`src/rtl/stoch_pkg.sv`:
```
// Shared stochastic-computing definitions: product modes and the count-width rule.
package stoch_pkg;
  localparam int MODE_UNIPOLAR = 0;
  localparam int MODE_BIPOLAR  = 1;

  // A window of 2^w samples can hold 2^w ones, so the count needs one extra bit.
  function automatic int cnt_w(input int w);
    return w + 1;
  endfunction
endpackage

```
`src/rtl/stoch_prod.sv`:
```
// N-input stochastic product: AND for unipolar streams, chained XNOR for bipolar streams.
module stoch_prod
  import stoch_pkg::*;
#(
  parameter int N    = 3,
  parameter int MODE = MODE_UNIPOLAR
) (
  input  logic [N-1:0] i_in,
  output logic         o_p
);
  generate
    if (MODE == MODE_BIPOLAR) begin : g_xnor
      logic w_chain;
      always_comb begin
        w_chain = i_in[0];
        for (int i = 1; i < N; i++) w_chain = ~(w_chain ^ i_in[i]);
      end
      assign o_p = w_chain;
    end else begin : g_and
      assign o_p = &i_in;
    end
  endgenerate
endmodule

```
`src/rtl/stoch_mult_acc.sv`:
```
// Stochastic multiplier with a windowed ones-counter: registers the product stream and
// reports the number of ones seen in each 2^W-sample enabled window.
module stoch_mult_acc
  import stoch_pkg::*;
#(
  parameter int N    = 3,
  parameter int MODE = MODE_UNIPOLAR,
  parameter int W    = 8
) (
  input  logic                  CLK,
  input  logic                  RST_N,
  input  logic                  EN,
  input  logic                  CLR,
  input  logic [N-1:0]          IN,
  output logic                  OUT,
  output logic [cnt_w(W)-1:0]   COUNT,
  output logic                  VALID
);
  localparam int CW = cnt_w(W);

  logic          w_p;
  logic [CW-1:0] w_acc_next;
  logic [W-1:0]  r_wcnt;
  logic [CW-1:0] r_acc;
  logic [CW-1:0] r_count;
  logic          r_out;
  logic          r_valid;

  stoch_prod #(.N(N), .MODE(MODE)) u_prod (
    .i_in (IN),
    .o_p  (w_p)
  );

  assign w_acc_next = r_acc + {{(CW-1){1'b0}}, w_p};

  always_ff @(posedge CLK or negedge RST_N) begin
    if (!RST_N) begin
      r_wcnt  <= '0;
      r_acc   <= '0;
      r_count <= '0;
      r_out   <= 1'b0;
      r_valid <= 1'b0;
    end else if (CLR) begin
      // Restart wins over a coincident window end; COUNT keeps the last result.
      r_wcnt  <= '0;
      r_acc   <= '0;
      r_out   <= 1'b0;
      r_valid <= 1'b0;
    end else begin
      r_out   <= EN & w_p;
      r_valid <= 1'b0;
      if (EN) begin
        if (r_wcnt == {W{1'b1}}) begin
          r_count <= w_acc_next;
          r_valid <= 1'b1;
          r_acc   <= '0;
          r_wcnt  <= '0;
        end else begin
          r_acc   <= w_acc_next;
          r_wcnt  <= r_wcnt + 1'b1;
        end
      end
    end
  end

  assign OUT   = r_out;
  assign COUNT = r_count;
  assign VALID = r_valid;
endmodule

```
`config.mk`:
```
export PLATFORM = sky130hd
export DESIGN_NAME = stoch_mult_acc
export DESIGN_NICKNAME = d
export VERILOG_FILES = /design/src/rtl/stoch_pkg.sv /design/src/rtl/stoch_prod.sv /design/src/rtl/stoch_mult_acc.sv
export SDC_FILE = /design/constraint.sdc
export NUM_CORES = 1
export LEC_CHECK = 0
export ABC_AREA = 0
export CORE_MARGIN = 4
export CORE_UTILIZATION = 54
export DETAILED_ROUTE_END_ITERATION = 16
export PLACE_DENSITY_LB_ADDON = 0.12
export SYNTH_ARGS = -nofsm -noshare
export SYNTH_HDL_FRONTEND = slang
export SYNTH_SLANG_ARGS = --single-unit
```
`constraint.sdc`:
```
create_clock -name CLK -period 2.1 [get_ports CLK]
set_input_delay 0.42 -clock CLK [delete_from_list [all_inputs] [get_ports CLK]]
set_output_delay 0.42 -clock CLK [all_outputs]
set_load 0.05 [all_outputs]
```
* Word level (Yosys, flattened, before mapping)
Cells that the tools add are included.
Storage, ports and cells: input bits 7, register bits 28, logic and storage cells 23, output and inout bits 11
Operators by class: add/subtract/negate cells 2, bitwise gates (word level) 2, reductions and logical operators 3, eq/ne operators 1, muxes and demuxes 10
Operators with widths (count):
- two-way mux 9 bit | 3
- two-way mux 8 bit | 3
- adder 9 x 1 -> 9 bit | 1
- adder 8 x 1 -> 8 bit (second input constant) | 1
- equality test 8 bit (second input constant) | 1
- AND reduction 3 bit | 2
- two-way mux 1 bit | 4
- nonzero test 2 bit | 1
- AND 1 bit | 1
- NOT 1 bit | 1

* Depth between registers and ports, before layout
Gate-level depths: netlist of run 1.
depth in word-level cells 5, gate-level depth with buffers 8, mapped depth without buffers 7

* Modules after synthesis
A second synthesis of run 1 with hierarchy kept.
Second synthesis, totals: cells, all modules 139, area, all modules 1410.1 um^2
Modules (own cells, without submodules):
- stoch_mult_acc | area an instance 1403.8 um^2, seq. area each 700.7 um^2, times used 1, cells each 138
- stoch_prod | area an instance 6.3 um^2, seq. area each 0.0 um^2, times used 1, cells each 1

* Least setup slack after synthesis of run 1
OpenSTA, ideal clock, no wires.
kind reg-to-reg, start register r_wcnt[0], end register r_count[0], in the netlist COUNT[0], path buffers 0, clock period less this slack 1576 ps, arrival 1451 ps, cell stages (with the launch flop) 5, library setup time 125 ps, data required time 1975 ps, slack 524 ps, path through dfrtp_1 > ha_1 > and3_4 > nor3b_4 > mux2_2
On the way: cells in the longest elaborated chain, start to end 2
RTL lines:
- from (decl) | RTL line stoch_mult_acc.sv:23 | logic [W-1:0] r_wcnt;
- from (signal assigned) | RTL line stoch_mult_acc.sv:60 | r_wcnt <= r_wcnt + 1'b1;
- equality test 8 bit | RTL line stoch_mult_acc.sv:53 | if (r_wcnt == {W{1'b1}}) begin
- AND reduction 3 bit (no line)
- to (signal assigned) | RTL line stoch_mult_acc.sv:54 | r_count <= w_acc_next;
- to (decl) | RTL line stoch_mult_acc.sv:25 | logic [CW-1:0] r_count;
No other way between the ends. A chain may end at the register's enable or synchronous reset.

* Final worst setup path of run 1
start register r_count[7], in the netlist COUNT[7], end output COUNT[7]
RTL lines:
- to (decl) | RTL line stoch_mult_acc.sv:16 | output logic [cnt_w(W)-1:0] COUNT,
No word-level cell between the ends.

==> results.yml, run 1 <==
critical_path:
  worstSetupStartpointType: "register"
  crit_family: "buffers and inverters"
  crit_required_ns: 1.68
  critPathArrivalTime_ns: 1.51
  crit_path_max_fanout: 2
  cp_num_buf_inv: 1
  slowest_stage: "clkdlybuf4s50_1"
  worstPathCellList: "clkdlybuf4s50_1"
  crit_type: "register to output port"
  cpPeakStageDelay_ns: 0.81
  cp-end-kind: "output port"
synthesis:
  yosys.area_share.simple: 0.1886
  synthFlopType: "dfrtp_1"
  synth_top_cell_by_area: "dfrtp_1"
  synth_compound_area_frac: 0.1394
  yosysSeqAreaShare: 0.5004
  synth_xor_area_frac: 0.06881
  synth_edf_count: 0
  synthDistinctLibCells: 33
  synth.area.top_cells: "dfrtp_1 50%, xor2_1 5.0%, a31oi_1 4.0%, ha_1 3.6%, nand2_1 2.9%"
  ys_ff_latch: 28
  postSynthAreaPerCell_um2: 10.69
  ys_warn_count: 0
  synth_top_area_share: 0.5004
  synthAdderAreaFrac: 0.03575
  muxShareOfSynthArea: 0.03128
  synthCells: 131
  synth_top_family_by_area: "simple AND/OR/NAND/NOR gates"
  async_reset_ff_frac: 1.000
  synth_fp_nets: 142
  netlist_area_um2: 1400
power:
  p_leak_nw: 0.7462
  ir_drop_mv: 0.4580
  powerDensity_nw_per_um2: 529.2
route:
  routedWlPerCell_um: 14.58
  dr.pass1.iters: 4
  drt-total-wl_um: 2668
  drt_iter0_drc: 34
  ant_nets: 0
  route.detailed.drc: 0
  num_vias: 1051
  vias_per_cell: 5.743
floorplan:
  start_util: 0.5652
  die_h_um: 58.92
  die-area_um2: 3472
  coreArea_um2: 2477
  rows: 18
  die_w_um: 58.92
  io_pins: 18
final_layout:
  multi_input_area_um2: 649.4
  diodes: 0
  fin_nets: 165
  fillCellCount: 202
  drive_above_1_share: 0.1373
  area_growth_pct: 17.87
  seq_area_um2: 700.7
cts:
  cts_sinks: 28
  postCtsSetupBuffers: 0
  ctsHoldBuffers: 0
  ctsResizeCount: 0
  h-tree-depth: 1
  cts_buffer_depth: 2
  cts_buffers: 3
  clk-insertion-delay-late_ns: 0.32
  root_buffer: "clkbuf_4"
  cts_tree: "built"
  clk_pin_slew_ns: 0.15
global_route:
  grt_max_degree: 29
  antenna_found_initial: 0
  grt_overflow: 0
  grt_pass1_wl_um: 4740
  track_usage: 0.1783
  grt_pass1_vias: 1034
timing:
  setup_tns_ns: 0
  fin_crit_ns: 1.928
  setup_viol: 0
  maxSlewHeadroom: 0.6629
  rsz0062_at_grt: "no"
  fin_skew_ns: 0.001280
  slew_violations: 0
  post-route-period-util: 0.9183
  hold_ws_ns: 0.4528
  hold_violations: 0
  worstMarginPinSlew_ns: 0.5041
  max_freq_ghz: 0.5186
outcome:
  status: "finished, final reports clean"
place:
  gp_congestion: 0.8183
  dpl.hpwl_um: 2001
  port_buffers: 17
flow_run:
  max_cap_viol_count: 0
min_path:
  min_path_type: "input port to async pin"
metrics by stage:
stage / setup slack (ns) / instances / util / area [µm²] / power (mW)
after floorplan: 0.5245 / 131 / - / 1400 / 0.5879
after global placement: 0.09355 / 179 / 0.6515 / 1614 / 0.6207
after detailed placement: 0.04370 / 179 / 0.6515 / 1614 / 0.6231
after CTS: 0.1462 / 183 / 0.6662 / 1650 / 0.8841
after global routing: 0.1037 / 183 / 0.6662 / 1650 / 0.9132
final: 0.1716 / 183 / 0.6662 / 1650 / 0.8734
where the power goes:
part | total (mW) | internal, mW | switching [mW]
Combinational | 0.0628 | 0.0259 | 0.0369
Clock | 0.261 | 0.106 | 0.155
Sequential | 0.549 | 0.544 | 0.00552
Total | 0.873 | 0.676 | 0.197
synth_stat cells (3+ instances only):
master and number:
xor2_1 8, dfrtp_1 28, nor2_1 11, nand2_1 11, a31oi_1 9, mux2_2 3
a21oi_2 3, ha_1 4, and4_1 3, a21oi_1 8, inv_1 3, xnor2_1 3
nand3_1 6, nand4_1 3, o21ai_0 6
sequential cells by signal, indices dropped and copies added (netlist names):
| signal | count |
|---|---|
| r_wcnt | 8 |
| COUNT | 9 |
| VALID | 1 |
| r_acc | 9 |
| OUT | 1 |
final timing paths:
check / to / slack (ns) / start / cells after the start
min in group CLK: COUNT[1] / 0.52 / COUNT[1] / 1
max: COUNT[7] / 0.17 / COUNT[7] / 1
max reg2reg: r_acc[7] / 0.33 / r_wcnt[0] / 5
min reg2reg: COUNT[1] / 0.52 / COUNT[1] / 1
min: COUNT[8] / 0.45 / RST_N / 2
max in group asynchronous: r_acc[0] / 1.39 / RST_N / 2
cell families after synthesis:
| kind of cell | Yosys count |
|---|---|
| multiplexers | 4 |
| XOR/XNOR | 11 |
| flip-flops | 28 |
| buffers and inverters | 8 |
| adder cells (fa/ha/maj) | 4 |
| AO/OA/AOI/OAI | 30 |
| AND/OR/NAND/NOR | 46 |
area by class of cell:
| class | instances | share of cell area |
|---|---|---|
| Clock buffer | 4 | 0.02199 |
| Timing Repair Buffer | 23 | 0.1304 |
| Sequential cell | 28 | 0.4246 |
| Multi-Input combinational cell | 95 | 0.3935 |
| Inverter | 3 | 0.006823 |
| Tap cell | 30 | 0.02274 |
placed cells by master (no fill, tap or decap), types with 4 or more instances in the layout:
cell	instances
buf_4	6
xor2_1	8
nor2_1	11
a21oi_1	8
clkdlybuf4s50_1	17
ha_1	4
nand2_1	11
dfrtp_1	28
a31oi_1	9
nand3_1	6
o21ai_0	6
per-layer routing:
| metal | vias to the layer above | part of all wire | track usage |
|---|---|---|---|
| met5 | - | 0 | 0 |
| met3 | 4 | 0.033 | 0.02632 |
| met1 | 504 | 0.45 | 0.2246 |
| li1 | 519 | - | - |
| met2 | 24 | 0.50 | 0.3044 |
| met4 | 0 | 0.013 | 0.07443 |
Power figures use the tool's default switching activity.
==> run 2: changes to the inputs <==
Settings changed: ABC_AREA 0 to default, CORE_MARGIN 4 to 3, GPL_ROUTABILITY_DRIVEN from default to 1.
==> run 2 against run 1 <==
Clock-buffer cell count stayed put. Clock power is 3% higher. Global-route usage is 0.97 points higher. Non-clock buffer count stayed put. Fmax is 0.96% lower. Sequential share of layout area is 0.064 points higher. Critical path depth stayed put.
==> results.yml, run 2 (same netlist as run 1, synthesis figures left out) <==
timing:
  max_freq_ghz: 0.5136
  hold_violations: 0
  post-route-period-util: 0.9272
  maxSlewHeadroom: 0.6684
  fin_skew_ns: 0.004028
  fin_crit_ns: 1.947
  setup_viol: 0
  layout_setup_ws_ns: 0.1528
  worstMarginPinSlew_ns: 0.4958
  rsz0062_at_grt: "no"
  slew_violations: 0
critical_path:
  crit_required_ns: 1.68
  cpPeakStageDelay_ns: 0.81
  cp_num_buf_inv: 1
  crit_type: "register to output port"
  worstSetupStartpointType: "register"
  worstPathCellList: "clkdlybuf4s50_1"
  critPathArrivalTime_ns: 1.53
  crit_path_max_fanout: 2
  cp-end-kind: "output port"
  crit_family: "buffers and inverters"
  slowest_stage: "clkdlybuf4s50_1"
power:
  power_mw: 0.8802
  powerDensity_nw_per_um2: 534.2
  p_leak_nw: 0.7462
  ir_drop_mv: 0.4520
final_layout:
  drive_above_1_share: 0.1373
  final_common_cell: "dfrtp_1"
  final_cell_mix: "28 x dfrtp_1, 17 x clkdlybuf4s50_1, 11 x nor2_1, 11 x nand2_1, 9 x a31oi_1"
  fin_cells: 181
  diodes: 0
  fin_nets: 165
  area_growth_pct: 17.69
route:
  dr.pass1.iters: 4
  drt-total-wl_um: 2695
  num_vias: 1057
  ant_nets: 0
  route.detailed.drc: 0
  vias_per_cell: 5.840
  routedWlPerCell_um: 14.89
  drt_iter0_drc: 26
cts:
  ctsHoldBuffers: 0
  cts_tree: "built"
  cts_buffers: 3
  cts_sinks: 28
  clk_pin_slew_ns: 0.15
  cts_buffer_depth: 2
  clk-insertion-delay-late_ns: 0.33
  root_buffer: "clkbuf_4"
  postCtsSetupBuffers: 0
  h-tree-depth: 1
  ctsResizeCount: 0
floorplan:
  die_h_um: 56.92
  die-area_um2: 3240
  coreArea_um2: 2340
  io_pins: 18
  rows: 17
  start_util: 0.5984
  die_w_um: 56.92
place:
  port_buffers: 17
  gp_congestion: 0.8434
  dpl_worst_slack_ns: -0.006560
  placed_cells: 177
  dpl.hpwl_um: 1935
outcome:
  status: "finished, final reports clean"
global_route:
  antenna_found_initial: 0
  track_usage: 0.1881
  grt_pass1_wl_um: 4788
  grt_max_degree: 29
  grt_overflow: 0
  grt_pass1_vias: 1105
flow_run:
  max_cap_viol_count: 0
min_path:
  min_path_type: "input port to async pin"
[run 2: cell counts in the layout (fill, tap and decap cells not counted)]
Identical to the previous run, type by type.
[run 2: cell type report]
cell class                      count  area [µm²]
Sequential cell                    28       700.7
Tap cell                           28       35.03
Multi-Input combinational cell     95       649.4
Inverter                            3       11.26
Timing Repair Buffer               23       215.2
Clock buffer                        4       36.28
Fill cell                         195       691.9
[run 2: path summary, 6_finish.rpt]
check	startpoint	endpoint	slack (ns)	cells after the start
max	COUNT[3]	COUNT[3]	0.15	1
min	RST_N	COUNT[5]	0.45	2
max reg2reg	r_wcnt[0]	r_wcnt[7]	0.36	5
min reg2reg	r_wcnt[7]	r_wcnt[7]	0.51	1
max in group asynchronous	RST_N	r_wcnt[3]	1.39	2
min in group CLK	r_wcnt[7]	r_wcnt[7]	0.51	1
[run 2: per-stage QoR]
| stage | TNS (ns) | hold WS (ns) | area [µm²] | utilization |
|---|---|---|---|---|
| 6_report | 0 | 0.4508 | 1648 | 0.7043 |
| 5_1_grt | 0 | 0.4705 | 1648 | 0.7043 |
| 4_1_cts | 0 | 0.4618 | 1648 | 0.7043 |
| 3_5_place_dp | -0.006560 | 0.4826 | 1612 | 0.6888 |
| 3_3_place_gp | 0 | 0.4742 | 1612 | 0.6888 |
| 2_1_floorplan | 0 | 0.1244 | 1400 | - |
[run 2: report_power, final]
group / switching (mW) / internal [mW] / total [mW]
combinational: 0.0368 / 0.0259 / 0.0627
clock: 0.162 / 0.106 / 0.268
sequential: 0.00531 / 0.544 / 0.549
[run 2: metal layers]
layer / up-vias / global-route usage / part of all wire
li1: 516 / - / -
met1: 508 / 0.2566 / 0.46
met2: 31 / 0.2953 / 0.49
met3: 2 / 0.02069 / 0.044
met4: 0 / 0.09603 / 0.0067
met5: - / 0 / 0
==> run 3: changes to the inputs <==
Settings changed: ABC_AREA from default to 1.
==> run 3 against run 2 <==
Non-clock buffer count shrank 4. Final area grew 3.7%. Wire length grew 0.37%. Sequential power is essentially flat. First-iteration DRC count grew 130%. Sequential share of layout area shrank 1.5 points. Power grew 8.9%. Critical path depth is the same. Clock power grew 33%. Die area grew 3.2%. Register-to-register slack gained 0.36 ns. Fmax shrank 0.38%. Critical endpoint is now COUNT[1]. Largest cell class unchanged. Largest power group unchanged.
==> results.yml, run 3 <==
synthesis:
  postSynthAreaPerCell_um2: 7.881
  synthCells: 184
  netlist_area_um2: 1450
  synthMostInstantiatedCell: "nand2_1"
  async_reset_ff_frac: 1.000
  ys_ff_latch: 28
  synthFlopType: "dfrtp_1"
  synth.area.top_cells: "dfrtp_1 48%, nand2_1 22%, inv_1 4.7%, ha_1 3.5%, nand3_1 3.1%"
  ys_warn_count: 0
  synth_top_cell_by_area: "dfrtp_1"
  synth_fp_nets: 195
  synth_edf_count: 0
  yosysSeqAreaShare: 0.4832
  synth_top_area_share: 0.4832
  synthDistinctLibCells: 23
  synth_commonest_cells: "85 x nand2_1, 28 x dfrtp_1, 18 x inv_1, 12 x nor2_1, 9 x nand3_1"
critical_path:
  critPathArrivalTime_ns: 1.53
  crit_family: "buffers and inverters"
  crit_required_ns: 1.68
  slowest_stage: "clkdlybuf4s50_1"
  cp_num_buf_inv: 1
  cp-end-kind: "output port"
  crit_type: "register to output port"
  crit_path_max_fanout: 2
  cpPeakStageDelay_ns: 0.81
  worstPathCellList: "clkdlybuf4s50_1"
  worstSetupStartpointType: "register"
final_layout:
  final_cell_mix: "85 x nand2_1, 28 x dfrtp_1, 18 x inv_1, 17 x clkdlybuf4s50_1, 12 x nor2_1"
  fin_util: 0.6776
  multi_input_area_um2: 654.4
  drive_above_1_share: 0.07805
  fillCellCount: 216
  area_growth_pct: 17.86
  diodes: 0
  seq_area_um2: 700.7
  final_common_cell: "nand2_1"
  design_area_um2: 1709
  fin_nets: 217
timing:
  setup_tns_ns: 0
  max_freq_ghz: 0.5116
  maxSlewHeadroom: 0.6632
  layout_setup_ws_ns: 0.1454
  hold_violations: 0
  fin_skew_ns: 0.004149
  rsz0062_at_grt: "no"
  setup_viol: 0
  worstMarginPinSlew_ns: 0.5046
  slew_violations: 0
  fin_crit_ns: 1.955
  post-route-period-util: 0.9308
outcome:
  status: "finished, final reports clean"
floorplan:
  coreArea_um2: 2522
  io_pins: 18
  die_h_um: 57.82
  rows: 18
  die_w_um: 57.82
  die-area_um2: 3343
  start_util: 0.5749
place:
  place_area_um2: 1657
  gp_congestion: 0.8074
  dpl_worst_slack_ns: 0.09098
  port_buffers: 17
  dpl.hpwl_um: 1988
global_route:
  grt_pass1_wl_um: 4733
  antenna_found_initial: 0
  grt_max_degree: 29
  grt_pass1_vias: 1085
  track_usage: 0.1828
  grt_overflow: 0
power:
  power_switching_mw: 0.2010
  p_leak_nw: 0.8837
  combPwrFrac: 0.057
  power_frac_clock: 0.371
  powerDensity_nw_per_um2: 560.9
  swShare: 0.2096
  ir_drop_mv: 0.5624
  p_int_mw: 0.7577
  seqPwrFrac: 0.572
cts:
  ctsHoldBuffers: 0
  h-tree-depth: 1
  cts_tree: "built"
  cts_buffer_depth: 2
  root_buffer: "clkbuf_4"
  cts_sinks: 28
  clk-insertion-delay-late_ns: 0.33
  postCtsSetupBuffers: 0
  cts_buffers: 3
  clk_pin_slew_ns: 0.15
  ctsResizeCount: 0
route:
  num_vias: 1171
  routedWlPerCell_um: 11.51
  ant_nets: 0
  drt-total-wl_um: 2705
  drt_iter0_drc: 59
  route.detailed.drc: 0
  vias_per_cell: 4.983
  dr.pass1.iters: 4
flow_run:
  max_cap_viol_count: 0
min_path:
  min_path_type: "input port to async pin"
[run 3: cells by family after synthesis]
| family | Yosys count | synth area share |
|---|---|---|
| XOR/XNOR | 6 | 0.03624 |
| adder cells (fa/ha/maj) | 4 | 0.03451 |
| AO/OA/AOI/OAI | 11 | 0.04400 |
| buffers and inverters | 22 | 0.06557 |
| flip-flops | 28 | 0.4832 |
| AND/OR/NAND/NOR | 113 | 0.3365 |
[run 3: worst paths after layout]
| path | from | to | slack, ns | depth (start not counted) |
|---|---|---|---|---|
| setup / recovery | COUNT[1] | COUNT[1] | 0.15 | 1 |
| hold / removal | RST_N | COUNT[1] | 0.44 | 2 |
| setup reg to reg | r_wcnt[0] | COUNT[2] | 0.72 | 7 |
| hold reg to reg | COUNT[4] | COUNT[4] | 0.49 | 2 |
| max in group asynchronous | RST_N | r_wcnt[6] | 1.40 | 2 |
| min in group CLK | COUNT[4] | COUNT[4] | 0.49 | 2 |
[run 3: layer usage]
| layer | routed length [µm] | track usage | up-vias |
|---|---|---|---|
| met5 | 0 | 0 | - |
| met1 | 1357 | 0.2622 | 535 |
| li1 | - | - | 604 |
| met3 | 144 | 0.02895 | 5 |
| met2 | 1168 | 0.2839 | 27 |
| met4 | 35 | 0.05960 | 0 |
[run 3: per-stage QoR]
stage	std cells	hold WS, ns	total power [mW]
after floorplan	184	0.1244	0.5805
after global placement	231	0.4629	0.6119
after detailed placement	231	0.4641	0.6137
after CTS	235	0.4431	0.9653
after global routing	235	0.4539	0.9942
final	235	0.4406	0.9587
[run 3: area by class of cell]
class                      count  area share
clock buffer                   3     0.01318
inverter                      20     0.04612
multi-input combinational    134      0.3829
timing repair buffer          19      0.1083
tap                           30     0.02196
clock inverter                 1     0.01757
sequential                    28      0.4100
[run 3: power by group through the flow]
stage / Sequential, mW / Combinational (mW) / Clock [mW]
after floorplan: 0.559 / 0.0216 / 0
after global placement: 0.558 / 0.0539 / 0
after detailed placement: 0.558 / 0.0553 / 0
after CTS: 0.548 / 0.0556 / 0.361
after global routing: 0.550 / 0.0607 / 0.384
final: 0.549 / 0.0546 / 0.356
